$ cat config.mk
export PLATFORM = sky130hd
export DESIGN_NAME = adsr_voice_scheduler
export DESIGN_NICKNAME = d
export VERILOG_FILES = /design/src/rtl/adsr_voice_scheduler.sv
export SDC_FILE = /design/constraint.sdc
export NUM_CORES = 1
export LEC_CHECK = 0
export CORE_ASPECT_RATIO = 2
export CORE_MARGIN = 8
export CORE_UTILIZATION = 60
export DETAILED_ROUTE_END_ITERATION = 12
export GPL_TIMING_DRIVEN = 0
export PLACE_DENSITY = 0.8
export SETUP_SLACK_MARGIN = 0.1
export SYNTH_ARGS = -nofsm -noshare
export SYNTH_HDL_FRONTEND = slang
export SYNTH_SLANG_ARGS = --single-unit
$ cat constraint.sdc
create_clock -name clk -period 2.6 [get_ports clk]
set_input_delay 0.52 -clock clk [delete_from_list [all_inputs] [get_ports clk]]
set_output_delay 0.52 -clock clk [all_outputs]
set_load 0.01 [all_outputs]
$ cat src/rtl/adsr_voice_scheduler.sv
// ADSR envelope sequencer: per-voice stage/step/count state plus a frame
// scheduler that issues one envelope request per voice on every sample tick.

// Per-voice envelope state. Gate events land at frame start; the envelope
// advances by one sample each time this voice's request is accepted.
module adsr_voice_lane #(
    parameter int STEP_SAMPLES = 480,
    parameter int NUM_STEPS    = 10
) (
    input  logic       clk,
    input  logic       reset_n,
    input  logic       start_i,
    input  logic       on_i,
    input  logic       off_i,
    input  logic       adv_i,
    output logic [2:0] stage_o,
    output logic [3:0] step_o
);
    localparam logic [2:0]  ST_IDLE    = 3'd0;
    localparam logic [2:0]  ST_ATTACK  = 3'd1;
    localparam logic [2:0]  ST_DECAY   = 3'd2;
    localparam logic [2:0]  ST_SUSTAIN = 3'd3;
    localparam logic [2:0]  ST_RELEASE = 3'd4;
    localparam logic [15:0] CNT_LAST   = 16'(STEP_SAMPLES - 1);
    localparam logic [3:0]  STEP_LAST  = 4'(NUM_STEPS - 1);

    logic [2:0]  stage_q, stage_d;
    logic [3:0]  step_q, step_d;
    logic [15:0] cnt_q, cnt_d;
    logic        timed;

    assign timed = (stage_q == ST_ATTACK) || (stage_q == ST_DECAY) ||
                   (stage_q == ST_RELEASE);

    // Next state: gate events at frame start (note_on wins), else timed advance.
    always_comb begin
        stage_d = stage_q;
        step_d  = step_q;
        cnt_d   = cnt_q;
        if (start_i) begin
            if (on_i) begin
                stage_d = ST_ATTACK;
                step_d  = '0;
                cnt_d   = '0;
            end else if (off_i && stage_q != ST_IDLE && stage_q != ST_RELEASE) begin
                stage_d = ST_RELEASE;
                step_d  = '0;
                cnt_d   = '0;
            end
        end else if (adv_i && timed) begin
            if (cnt_q == CNT_LAST) begin
                cnt_d = '0;
                if (step_q == STEP_LAST) begin
                    step_d = '0;
                    case (stage_q)
                        ST_ATTACK: stage_d = ST_DECAY;
                        ST_DECAY:  stage_d = ST_SUSTAIN;
                        default:   stage_d = ST_IDLE;
                    endcase
                end else begin
                    step_d = step_q + 4'd1;
                end
            end else begin
                cnt_d = cnt_q + 16'd1;
            end
        end
    end

    // Envelope state registers.
    always_ff @(posedge clk or negedge reset_n) begin
        if (!reset_n) begin
            stage_q <= ST_IDLE;
            step_q  <= '0;
            cnt_q   <= '0;
        end else begin
            stage_q <= stage_d;
            step_q  <= step_d;
            cnt_q   <= cnt_d;
        end
    end

    assign stage_o = stage_q;
    assign step_o  = step_q;
endmodule

module adsr_voice_scheduler #(
    parameter int NUM_VOICES   = 4,
    parameter int VOICE_W      = 2,
    parameter int STEP_SAMPLES = 480,
    parameter int NUM_STEPS    = 10
) (
    input  logic                  clk,
    input  logic                  reset_n,
    input  logic                  sample_tick,
    input  logic [NUM_VOICES-1:0] note_on,
    input  logic [NUM_VOICES-1:0] note_off,
    output logic                  env_valid,
    input  logic                  env_ready,
    output logic [VOICE_W-1:0]    env_voice,
    output logic [2:0]            env_stage,
    output logic [3:0]            env_step,
    output logic                  frame_done,
    output logic [NUM_VOICES-1:0] voice_active,
    output logic                  overrun
);
    typedef enum logic [1:0] {S_WAIT, S_ISSUE, S_DONE} sched_e;

    sched_e                          state_q, state_d;
    logic [VOICE_W-1:0]              idx_q, idx_d;
    logic [NUM_VOICES-1:0]           pend_on_q, pend_off_q;
    logic                            overrun_q;
    logic                            start, accept;
    logic [NUM_VOICES-1:0]           on_eff, off_eff;
    logic [NUM_VOICES-1:0][2:0]      stage_w;
    logic [NUM_VOICES-1:0][3:0]      step_w;

    assign start   = sample_tick && (state_q == S_WAIT);
    assign accept  = env_valid && env_ready;
    // Events arriving on the starting tick cycle count for this frame.
    assign on_eff  = pend_on_q | note_on;
    assign off_eff = pend_off_q | note_off;

    // Scheduler next state and handshake outputs.
    always_comb begin
        state_d    = state_q;
        idx_d      = idx_q;
        env_valid  = 1'b0;
        frame_done = 1'b0;
        case (state_q)
            S_WAIT: begin
                if (sample_tick) begin
                    state_d = S_ISSUE;
                    idx_d   = '0;
                end
            end
            S_ISSUE: begin
                env_valid = 1'b1;
                if (env_ready) begin
                    if (idx_q == VOICE_W'(NUM_VOICES - 1)) begin
                        idx_d   = '0;
                        state_d = S_DONE;
                    end else begin
                        idx_d = idx_q + 1'b1;
                    end
                end
            end
            S_DONE: begin
                frame_done = 1'b1;
                state_d    = S_WAIT;
            end
            default: state_d = S_WAIT;
        endcase
    end

    // Scheduler state, pending gate bits and sticky overrun flag.
    always_ff @(posedge clk or negedge reset_n) begin
        if (!reset_n) begin
            state_q    <= S_WAIT;
            idx_q      <= '0;
            pend_on_q  <= '0;
            pend_off_q <= '0;
            overrun_q  <= 1'b0;
        end else begin
            state_q    <= state_d;
            idx_q      <= idx_d;
            pend_on_q  <= start ? '0 : on_eff;
            pend_off_q <= start ? '0 : off_eff;
            overrun_q  <= overrun_q | (sample_tick && state_q != S_WAIT);
        end
    end

    for (genvar g = 0; g < NUM_VOICES; g++) begin : g_lane
        adsr_voice_lane #(
            .STEP_SAMPLES(STEP_SAMPLES),
            .NUM_STEPS   (NUM_STEPS)
        ) u_lane (
            .clk    (clk),
            .reset_n(reset_n),
            .start_i(start),
            .on_i   (on_eff[g]),
            .off_i  (off_eff[g]),
            .adv_i  (accept && idx_q == VOICE_W'(g)),
            .stage_o(stage_w[g]),
            .step_o (step_w[g])
        );
        assign voice_active[g] = (stage_w[g] != 3'd0);
    end

    assign env_voice = idx_q;
    assign env_stage = stage_w[idx_q];
    assign env_step  = step_w[idx_q];
    assign overrun   = overrun_q;
endmodule

==> run metrics <==
Tmin final=2.44 ns; Crit Path Max Fanout=10; RSZ-0062 raised after global routing=false; mean routed wirelength per cell=19.2 um; max cap viols=0; Global Route Usage Sum=0.248; Final setup viols=0; layout net count=750; Slew headroom=0.535; Initial Util=0.609; clock skew=0.00943 ns; Async SR Flop Fraction=1.00; FP Rows=52; Fmax=0.409 GHz; Setup WS pre-CTS=-0.699 ns; Post-synth EDFFs=0; Final Hold Fails=0; worst path buffer plus inverter count=2; Slowest Stage Delay on Critical Path=0.52 ns; pin count of the biggest net entering global routing=68; Overflow after GRT=0; Sink Count=105; Die Wd=87.3 um; Syn Inst Count=676; insertion delay to the later sink of the worst-skew pair=0.35 ns; layout cells sized above 1=0.107; DRC errors left=0; first-pass detailed-route iteration total=7; Pins Over Slew Limit=0; Die Y-Extent=159 um; critical-path cell list=buf_8 -> mux4_2 -> clkdlybuf4s50_1; vias per cell=6.63; GPL Wtd Cong=0.887; fin area=0.00706 mm^2; Mapped Area=0.00610 mm^2; CTS tree=built; Synth Register Bits=105; worst-margin pin slew=0.690 ns; H-tree Lvls=3; startpoint types=register; WP data required=2.08 ns; min-delay worst type=in2async; via count=5,712; Synth Net Count=704; Leakage=3.02 nW; Synth warnings=0; sequential element share of the synthesized area=0.431; setup ws final=0.155 ns; Slowest-stage cell, CP=mux4_2; status=finished, final reports clean; crit path kind=reg2out; non-filler cells, final=862; crit end category=output port; fill count=779; hpwl dp=11.7 mm; ANT nets after route=0; Power Density=777 mW/mm^2; DRT iter0 DRCs=467; WP data arrival=1.92 ns; Root Buffer Master=clkbuf_16; Main synth FF type=dfrtp_1; final wirelength=16.6 mm; maximum VDD drop=441 uV; Area Overhead vs Synth=15.8%; Mapped Avg Cell Area=9.02 um^2; CP top delay family=buffers and inverters; Top-Level Pins=28; IO Port Bufs=27; Core ar.=0.0100 mm^2; post-synth cell types=65; initial antenna violation count=0; deepest clock path buffer count=2; Clk pin slew, worst setup/hold paths=0.07 ns; diode count=0; hold_buf cts=0; DP Area=0.00656 mm^2; vias in the first global route=5,648; die area=0.0138 mm^2; Num CTS Buffers=9; first-pass GRT wire length=26.9 mm; Period Utilization, post-route=0.940; dpl cells=839
==> state kept, by name (all words and copies together) (netlist names) <==
| register | count |
|---|---|
| env_voice | 2 |
| g_lane.u_lane.cnt_q | 64 |
| g_lane.u_lane.stage_o | 12 |
| g_lane.u_lane.step_o | 16 |
| overrun | 1 |
| pend_off_q | 4 |
| pend_on_q | 4 |
| state_q | 2 |
==> cell type report <==
type	count	area [um^2]	area share
plain buffers	30	153	0.0216
clock buffers	10	239	0.0338
clock inverters	6	67.6	0.00957
inverters	26	97.6	0.0138
multi-input cells	514	3330	0.471
flip-flops and latches	105	2630	0.372
well taps	135	169	0.0239
repair buffers	36	383	0.0542
==> Yosys cell counts (7+ instances only) <==
library cell,instances,area [um^2]
o21ai_0,62,310
o31ai_1,23,173
o21ai_1,20,100
nor2_1,55,206
a21oi_1,26,130
and3_1,14,87.6
a31oi_1,14,87.6
nor3_1,24,120
inv_1,26,97.6
dfrtp_1,105,2630
nand4_1,13,81.3
clkbuf_1,27,101
and2_1,10,62.6
ha_1,16,200
mux4_2,7,158
nand2_1,60,225
o41ai_1,8,70.1
nand3_1,37,185
or3_1,23,144
==> where the power goes <==
group / switching, mW / total, mW / internal, mW / leakage [nW]
combinational: 1.05 / 1.81 / 0.760 / 1.48
sequential: 0.361 / 2.28 / 1.92 / 1.39
clock: 0.621 / 1.40 / 0.775 / 0.145
total: 2.03 / 5.49 / 3.46 / 3.02
==> final timing paths <==
path | start | slack [ns] | depth (start not counted) | to
max | env_voice[0]$_DFFE_PN0P_ | 0.16 | 3 | env_stage[0]
min | reset_n | 0.14 | 1 | g_lane[1].u_lane.cnt_q[6]$_DFFE_PN0P_
max reg2reg | g_lane[0].u_lane.cnt_q[5]$_DFFE_PN0P_ | 0.20 | 6 | g_lane[0].u_lane.stage_o[1]$_DFFE_PN0P_
min reg2reg | pend_on_q[1]$_DFF_PN0_ | 0.46 | 1 | g_lane[1].u_lane.stage_o[2]$_DFFE_PN0P_
max in group asynchronous | reset_n | 1.73 | 2 | g_lane[0].u_lane.cnt_q[14]$_DFFE_PN0P_
min in group clk | pend_on_q[1]$_DFF_PN0_ | 0.46 | 1 | g_lane[1].u_lane.stage_o[2]$_DFFE_PN0P_
==> repair_timing <==
item                                   CTS  global route
setup endpoints to repair               95            48
resized for setup                       20            25
pin swaps                                2             1
buffers inserted                         2             6
endpoints found under the hold margin    0             0
cloned                                   0             0
==> placed cells by master (no fill, tap or decap), drive strengths merged, types with 6 or more instances in the layout <==
cell and instances:
nor4 9, a21oi 26, clkbuf 34, a22o 6
or3 23, o22ai 6, nand4 13, buf 16
nor2 56, nand3 37, o41ai 11, o21ai 82
dlymetal6s2s 6, nand2 60, and3 14, mux4 7
dfrtp 105, or4 8, clkdlybuf4s50 20, ha 16
o31ai 23, a21o 6, mux2 8, a31oi 14
nor3 25, inv 26, and2 10
==> logic make-up (layout without fill, tap and decap cells) <==
family,count (synthesis),after routing,synth area share
muxes,17,17,0.0439
AOI/OAI and AO/OA,200,200,0.210
and+or+nand+nor,277,277,0.240
adders and majority gates,16,16,0.0328
xor gates and xnor gates,4,4,0.00575
buffers and inverters,57,108,0.0365
DFF,105,105,0.431
==> layer usage <==
metal,track usage,up-vias,part of all wire
li1,-,2614,-
met1,0.257,2797,0.36
met2,0.447,239,0.55
met3,0.0388,62,0.050
met4,0.155,0,0.042
met5,0,-,0
==> per-stage QoR <==
step / utilization / power, mW / TNS (ns) / hold slack, ns
after CTS: 0.693 / 5.44 / 0 / 0.158
after detailed placement: 0.655 / 3.98 / -36.52 / 0.457
after global placement: 0.652 / 3.89 / -344.06 / 0.451
final: 0.705 / 5.49 / 0 / 0.142
after global routing: 0.705 / 5.81 / 0 / 0.181
after floorplan: - / 3.32 / 0 / 0.224
Power figures use the tool's default switching activity.
